--- src/rtl/serial_pkg.sv ---
// Shared definitions for the serial link: receiver FSM states and bit-order codes.
package serial_pkg;

   typedef enum logic {
      ST_IDLE  = 1'b0,
      ST_SHIFT = 1'b1
   } state_t;

   // Bit-order codes carried on dir; shared with the shift register and transmitter.
   localparam logic DIR_LSB_FIRST = 1'b1;
   localparam logic DIR_MSB_FIRST = 1'b0;

endpackage

--- src/rtl/rx_shift_core.sv ---
// Receive datapath: WIDTH-bit shift register, bit counter and per-frame latched direction.
module rx_shift_core
   import serial_pkg::*;
#(
   parameter int unsigned WIDTH = 4
) (
   input  logic             clk,
   input  logic             reset,
   input  logic             shift_en,
   input  logic             restart,
   input  logic             sin,
   input  logic             dir,
   output logic [WIDTH-1:0] word_c,
   output logic             last_c
);

   localparam int unsigned CNT_W = $clog2(WIDTH + 1);

   logic [WIDTH-1:0] sreg;
   logic [WIDTH-1:0] base;
   logic [CNT_W-1:0] cnt;
   logic             dir_q;
   logic             dir_eff;

   // A restart bit takes dir live and starts from an empty word; otherwise extend the held word.
   always_comb begin
      dir_eff = restart ? dir : dir_q;
      base    = restart ? '0 : sreg;
      word_c  = (dir_eff == DIR_LSB_FIRST) ? {sin, base[WIDTH-1:1]}
                                           : {base[WIDTH-2:0], sin};
      last_c  = shift_en && !restart && (cnt == CNT_W'(WIDTH - 1));
   end

   always_ff @(posedge clk or negedge reset) begin
      if (!reset) begin
         sreg  <= '0;
         cnt   <= '0;
         dir_q <= DIR_MSB_FIRST;
      end else if (restart) begin
         sreg  <= word_c;
         cnt   <= CNT_W'(1);
         dir_q <= dir;
      end else if (shift_en) begin
         if (last_c) begin
            sreg <= '0;
            cnt  <= '0;
         end else begin
            sreg <= word_c;
            cnt  <= cnt + CNT_W'(1);
         end
      end
   end

endmodule

--- src/rtl/serial_rx_deser.sv ---
// Serial-to-parallel receiver: framing FSM, valid/ready output register, error pulses.
module serial_rx_deser
   import serial_pkg::*;
#(
   parameter int unsigned WIDTH = 4
) (
   input  logic             clk,
   input  logic             reset,
   input  logic             bit_en,
   input  logic             sof,
   input  logic             sin,
   input  logic             dir,
   output logic [WIDTH-1:0] q,
   output logic             q_valid,
   input  logic             q_ready,
   output logic             busy,
   output logic             frame_err,
   output logic             overrun
);

   state_t           state;
   state_t           state_nxt;
   logic             restart_c;
   logic             shift_c;
   logic             abort_c;
   logic             last_c;
   logic [WIDTH-1:0] word_c;

   rx_shift_core #(.WIDTH(WIDTH)) u_core (
      .clk      (clk),
      .reset    (reset),
      .shift_en (shift_c),
      .restart  (restart_c),
      .sin      (sin),
      .dir      (dir),
      .word_c   (word_c),
      .last_c   (last_c)
   );

   always_ff @(posedge clk or negedge reset) begin
      if (!reset) state <= ST_IDLE;
      else        state <= state_nxt;
   end

   always_comb begin
      state_nxt = state;
      case (state)
         ST_IDLE:  if (bit_en && sof) state_nxt = ST_SHIFT;
         ST_SHIFT: if (bit_en && !sof && last_c) state_nxt = ST_IDLE;
         default:  state_nxt = ST_IDLE;
      endcase
   end

   // Non-sof bits outside a frame are dropped; an sof inside a frame aborts it.
   always_comb begin
      restart_c = bit_en && sof;
      shift_c   = 1'b0;
      abort_c   = 1'b0;
      if (state == ST_SHIFT) begin
         shift_c = bit_en && !sof;
         abort_c = bit_en && sof;
      end
   end

   assign busy = (state == ST_SHIFT);

   always_ff @(posedge clk or negedge reset) begin
      if (!reset) begin
         q         <= '0;
         q_valid   <= 1'b0;
         frame_err <= 1'b0;
         overrun   <= 1'b0;
      end else begin
         frame_err <= abort_c;
         overrun   <= last_c && q_valid && !q_ready;
         if (last_c && (!q_valid || q_ready)) begin
            q       <= word_c;
            q_valid <= 1'b1;
         end else if (q_valid && q_ready) begin
            q_valid <= 1'b0;
         end
      end
   end

endmodule
--- config.mk ---
export PLATFORM = sky130hd
export DESIGN_NAME = serial_rx_deser
export DESIGN_NICKNAME = d
export VERILOG_FILES = /design/src/rtl/serial_pkg.sv /design/src/rtl/rx_shift_core.sv /design/src/rtl/serial_rx_deser.sv
export SDC_FILE = /design/constraint.sdc
export NUM_CORES = 1
export LEC_CHECK = 0
export BUFFER_PORTS_ARGS = -buffer_cell sky130_fd_sc_hd__buf_2
export CORE_MARGIN = 5
export CORE_UTILIZATION = 30
export CTS_CLUSTER_SIZE = 25
export DETAILED_ROUTE_END_ITERATION = 8
export MAX_ROUTING_LAYER = met4
export PLACE_DENSITY = 0.5
export SLEW_MARGIN = 5
export SYNTH_ARGS = -nofsm -noshare
export SYNTH_HDL_FRONTEND = slang
export SYNTH_SLANG_ARGS = --single-unit
--- constraint.sdc ---
create_clock -name clk -period 2.88 [get_ports clk]
set_clock_uncertainty 0.2 [all_clocks]
set_input_delay 0.576 -clock clk [delete_from_list [all_inputs] [get_ports clk]]
set_output_delay 0.576 -clock clk [all_outputs]
set_load 0.03 [all_outputs]
* Word level (Yosys, flattened, before mapping)
Cells that the tools add are included.
** Operators by class
- $add $sub $neg :: 1
- Equal/unequal tests :: 1
- Mux-type cells :: 16
- Bitwise operators :: 1
- Reductions and logical operators :: 16
** Operators with widths (number)
- 2-to-1 mux 4 bit :: 5
- logical AND 1 bit :: 9
- 2-to-1 mux 3 bit :: 3
- 2-to-1 mux 1 bit :: 7
- zero test 1 bit :: 4
- nonzero test 2 bit :: 2
- adder 3 x 1 -> 3 bit (second input constant) :: 1
- == test 3 x 2 -> 1 bit (second input constant) :: 1
- one-hot mux 1 bit (2 select lines) :: 1
- logical OR 1 bit :: 1
- inverter 1 bit :: 1
** Storage, ports and cells
- Register bits :: 16
- Input port bits :: 7
- Output and inout port bits :: 8
- Logic and storage cells :: 43

* Depth between registers and ports, before layout
- Word-level depth :: 8
- Gate-level depth with buffers :: 5
- Depth with buffers taken out :: 4

* Modules after synthesis
Synthesis repeated with hierarchy kept, for this count alone.
** Unflattened totals
- Cell total of the unflattened synthesis :: 66
- Area total of the unflattened synthesis :: 769.5 um^2
** Modules (own cells, without submodules)
- rx_shift_core :: instances 1, cells each 43, area an instance 441.7 um^2
- serial_rx_deser :: instances 1, cells each 23, area an instance 327.8 um^2

* Worst setup path before layout
No wires, ideal clock.
- Kind :: in2reg
- Start point :: input sof
- End point :: register q[0]
- Setup time :: 0.125 ns
- Arrival :: 1.444 ns
- Data required time :: 2.555 ns
- Path slack :: 1.111 ns
- Stages :: 3
- Cells stage by stage :: buf_2 -> nor4b_4 -> mux2_2
** On the way
- Word-level cells in the longest chain between the ends :: 6
- Elaborated cells on any way between the ends :: 11
** RTL lines
- start, declared :: line serial_rx_deser.sv:10 : input logic sof,
- zero test 1 bit :: line serial_rx_deser.sv:60 : shift_c = bit_en && !sof;
- logical AND 1 bit :: line serial_rx_deser.sv:60
- 2-to-1 mux 1 bit :: line serial_rx_deser.sv:59 : if (state == ST_SHIFT) begin
- logical AND 1 bit (2 in series) :: line rx_shift_core.sv:31 : last_c = shift_en && !restart && (cnt == CNT_W'(WIDTH - 1));
- logical AND 1 bit :: line serial_rx_deser.sv:76 : if (last_c && (!q_valid || q_ready)) begin
- end signal, assigned :: line serial_rx_deser.sv:77 : q <= word_c;
- end, declared :: line serial_rx_deser.sv:13 : output logic [WIDTH-1:0] q,
Parallel ways exist; a longest one is shown, timed or not.
A chain may end at the register's enable or synchronous reset.

* Worst setup path after layout
- Start point :: register state, in the netlist busy
- End point :: output busy
** RTL lines
- start, declared :: line serial_rx_deser.sv:21 : state_t state;
- start signal, assigned :: line serial_rx_deser.sv:42 : else state <= state_nxt;
- end, declared :: line serial_rx_deser.sv:16 : output logic busy,
No word-level cell between the ends.

==> impl_metrics.py <==
metrics = {
    "cells_and_area": {
        "final_nets": 89,
        "area_growth_pct": 13.6,
        "antenna_cells": 0,
        "drive_gt1_frac": 0.304,
    },
    "cts": {
        "path_clk_slew_ns": 0.09,
        "cts_setup_buffers": 0,
        "tritoncts": "done",
        "cts_buffers": 3,
        "htree_num_levels": 1,
        "cts_resized": 0,
        "cts.sinks": 16,
        "clock_path_buffers": 2,
        "clock_latency_ns": 0.28,
        "cts_root_buf": "clkbuf_4",
        "hold_buffers": 1,
    },
    "floorplanning": {
        "start_util": 0.314,
        "core_area_sq_um": 2500,
        "rows": 18,
        "boundaryPins": 15,
        "fp.dieW_um": 61.1,
        "die_h_um": 61.1,
        "die_area_sq_um": 3740,
    },
    "worst_setup_path": {
        "crit_family": "flip-flops",
        "cp_max_fo": 10,
        "slowest_stage": "dfrtp_1",
        "critical_path_class": "reg -> out",
        "reg2reg_depth": 4,
        "timing.rr.start": "u_core.cnt[0]$_DFFE_PN0P_",
        "cp_slowest_stage_delay_ns": 0.56,
        "required_ns": 2.10,
        "r2r_slack_ns": 1.10,
        "critPathArrivalTime_ns": 1.12,
        "endpoint_kind": "output pin",
        "worstPathCellList": "buf_2",
        "start_kind": "flip-flop",
        "cp_num_buf_inv": 1,
        "r2r_end": "q[0]$_DFFE_PN0P_",
    },
    "power": {
        "leakagePower_nw": 0.445,
        "switching_share": 0.378,
        "p_int_mw": 0.441,
        "p_comb_frac": 0.378,
        "clkPwrFrac": 0.163,
        "p_per_area_nw_per_um2": 795,
        "seqPwrFrac": 0.459,
        "p_total_mw": 0.708,
        "power_switching_mw": 0.267,
        "ir_drop_uv": 505,
    },
    "hold_path": {
        "holdCritStartpoint": "q[1]$_DFFE_PN0P_",
        "hold_class": "reg -> reg",
        "hold_depth": 1,
        "min_to": "q[1]$_DFFE_PN0P_",
    },
    "synth": {
        "ys_warn_count": 0,
        "synth_ff_type": "dfrtp_1",
        "ys_types": 28,
        "synth_seq_cells": 16,
        "synth_area_leaders": "dfrtp_1 (51%), mux2_2 (5.7%), mux2i_1 (5.1%)",
        "yosysTopAreaCell": "dfrtp_1",
        "async_flop_share": 1.00,
        "ys_top_cells_by_count": "dfrtp_1 (16), inv_1 (5)",
        "syn-num-nets": 74,
        "syn_avg_cell_area_sq_um": 11.9,
        "synth_top_area_frac": 0.510,
        "synth_edf_count": 0,
        "synth_cells": 66,
        "netlist_area_sq_um": 785,
        "synth_most_common_cell": "dfrtp_1",
        "seq_area_frac_synth": 0.510,
    },
    "route": {
        "wl_mm": 1.47,
        "vias": 542,
        "drtPass1Iterations": 4,
        "via_per_inst": 4.97,
        "detail_route.wl_per_cell_um": 13.4,
        "drc_errors": 0,
        "ant_nets": 0,
        "dr.first_iter.drc_count": 3,
    },
    "placed_design": {
        "dp_hpwl_mm": 1.09,
        "gp_congestion": 0.734,
        "port-buffer-count": 14,
    },
    "sta": {
        "slew_headroom": 0.759,
        "setup_viol": 0,
        "max_freq_ghz": 0.529,
        "rsz0062_at_grt": "false",
        "drv_slew": 0,
        "min_period_over_period": 0.657,
        "worst_pin_slew_ns": 0.361,
        "hold_viol": 0,
        "hold_slack_ns": 0.310,
        "final.setup.tns_ns": 0,
        "final.min_clock_period_ns": 1.89,
    },
    "grt": {
        "grtUsageTotal": 0.0954,
        "grt_pass1_vias": 531,
        "antenna_found_initial": 0,
        "grt_pass1_wl_mm": 2.45,
        "grt_overflow": 0,
        "grt_max_degree": 17,
    },
    "status": {
        "outcome": "complete, no violations",
    },
    "flow_run": {
        "maxCapViolCount": 0,
    },
}
layout make-up:
class	count	area, sq um
clock buffers	3	22.5
fillers	253	1610
inverters	5	18.8
multi-input cells	40	332
flip-flops and latches	16	400
well taps	30	37.5
repair buffers	15	80.1
layer usage:
metal	vias up	global-route usage	share of wire
met5	-	-	0
met4	0	0.0372	0.011
met3	2	0.0461	0.071
met2	13	0.137	0.43
met1	263	0.114	0.49
li1	264	-	-
logic make-up after synthesis:
kind of cell             Yosys count  share of synthesized area
AO/OA/AOI/OAI                     16                      0.161
adder cells (fa/ha/maj)            1                     0.0159
buffers and inverters             10                     0.0670
flip-flops                        16                      0.510
multiplexers                       9                      0.123
AND/OR/NAND/NOR                   14                      0.123
worst max path at each step:
stage	start	cells after the start	end
6_report	busy$_DFF_PN0_	1	busy
3_5_place_dp	bit_en	4	q[2]$_DFFE_PN0P_
2_1_floorplan	sof	3	q[0]$_DFFE_PN0P_
5_1_grt	busy$_DFF_PN0_	1	busy
4_1_cts	busy$_DFF_PN0_	1	busy
3_3_place_gp	bit_en	4	q[2]$_DFFE_PN0P_
through the flow:
step	cell area, sq um	util	setup slack (ns)	instances
global route	891	0.356	0.920	109
CTS	891	0.356	0.971	109
floorplan	785	-	1.11	66
global placement	858	0.343	0.902	105
detailed placement	858	0.343	0.900	105
finish	891	0.356	0.988	109
sequential cells by signal, summed over array words and instances, names as in the netlist:
register,cells
q,4
u_core.sreg,4
u_core.cnt,3
busy,1
frame_err,1
overrun,1
q_valid,1
u_core.dir_q,1
power groups by stage:
stage	clock network (mW)	logic, mW	registers [mW]
3_3_place_gp	0	0.269	0.331
4_1_cts	0.122	0.272	0.326
2_1_floorplan	0	0.156	0.381
3_5_place_dp	0	0.270	0.330
6_report	0.115	0.268	0.325
5_1_grt	0.131	0.295	0.334
layout by cell type (no fill, tap or decap):
| master | instances |
|---|---|
| a21boi_0 | 1 |
| o21ai_0 | 1 |
| a21o_1 | 2 |
| and3_1 | 1 |
| a31o_2 | 1 |
| a22o_1 | 2 |
| mux2i_1 | 4 |
| mux2_1 | 1 |
| nand2_1 | 1 |
| a32o_1 | 2 |
| clkbuf_4 | 3 |
| or3_1 | 1 |
| nand3_1 | 1 |
| nor2b_1 | 1 |
| nor2_1 | 4 |
| nand2_4 | 1 |
| dfrtp_1 | 16 |
| buf_2 | 14 |
| o22ai_1 | 4 |
| and2_1 | 1 |
| nor4b_4 | 1 |
| o21a_1 | 1 |
| inv_1 | 5 |
| mux2_2 | 4 |
| o32a_1 | 2 |
| dlygate4sd3_1 | 1 |
| ha_1 | 1 |
| nand2b_1 | 2 |
Note: power is estimated with default switching activity, not from simulation.
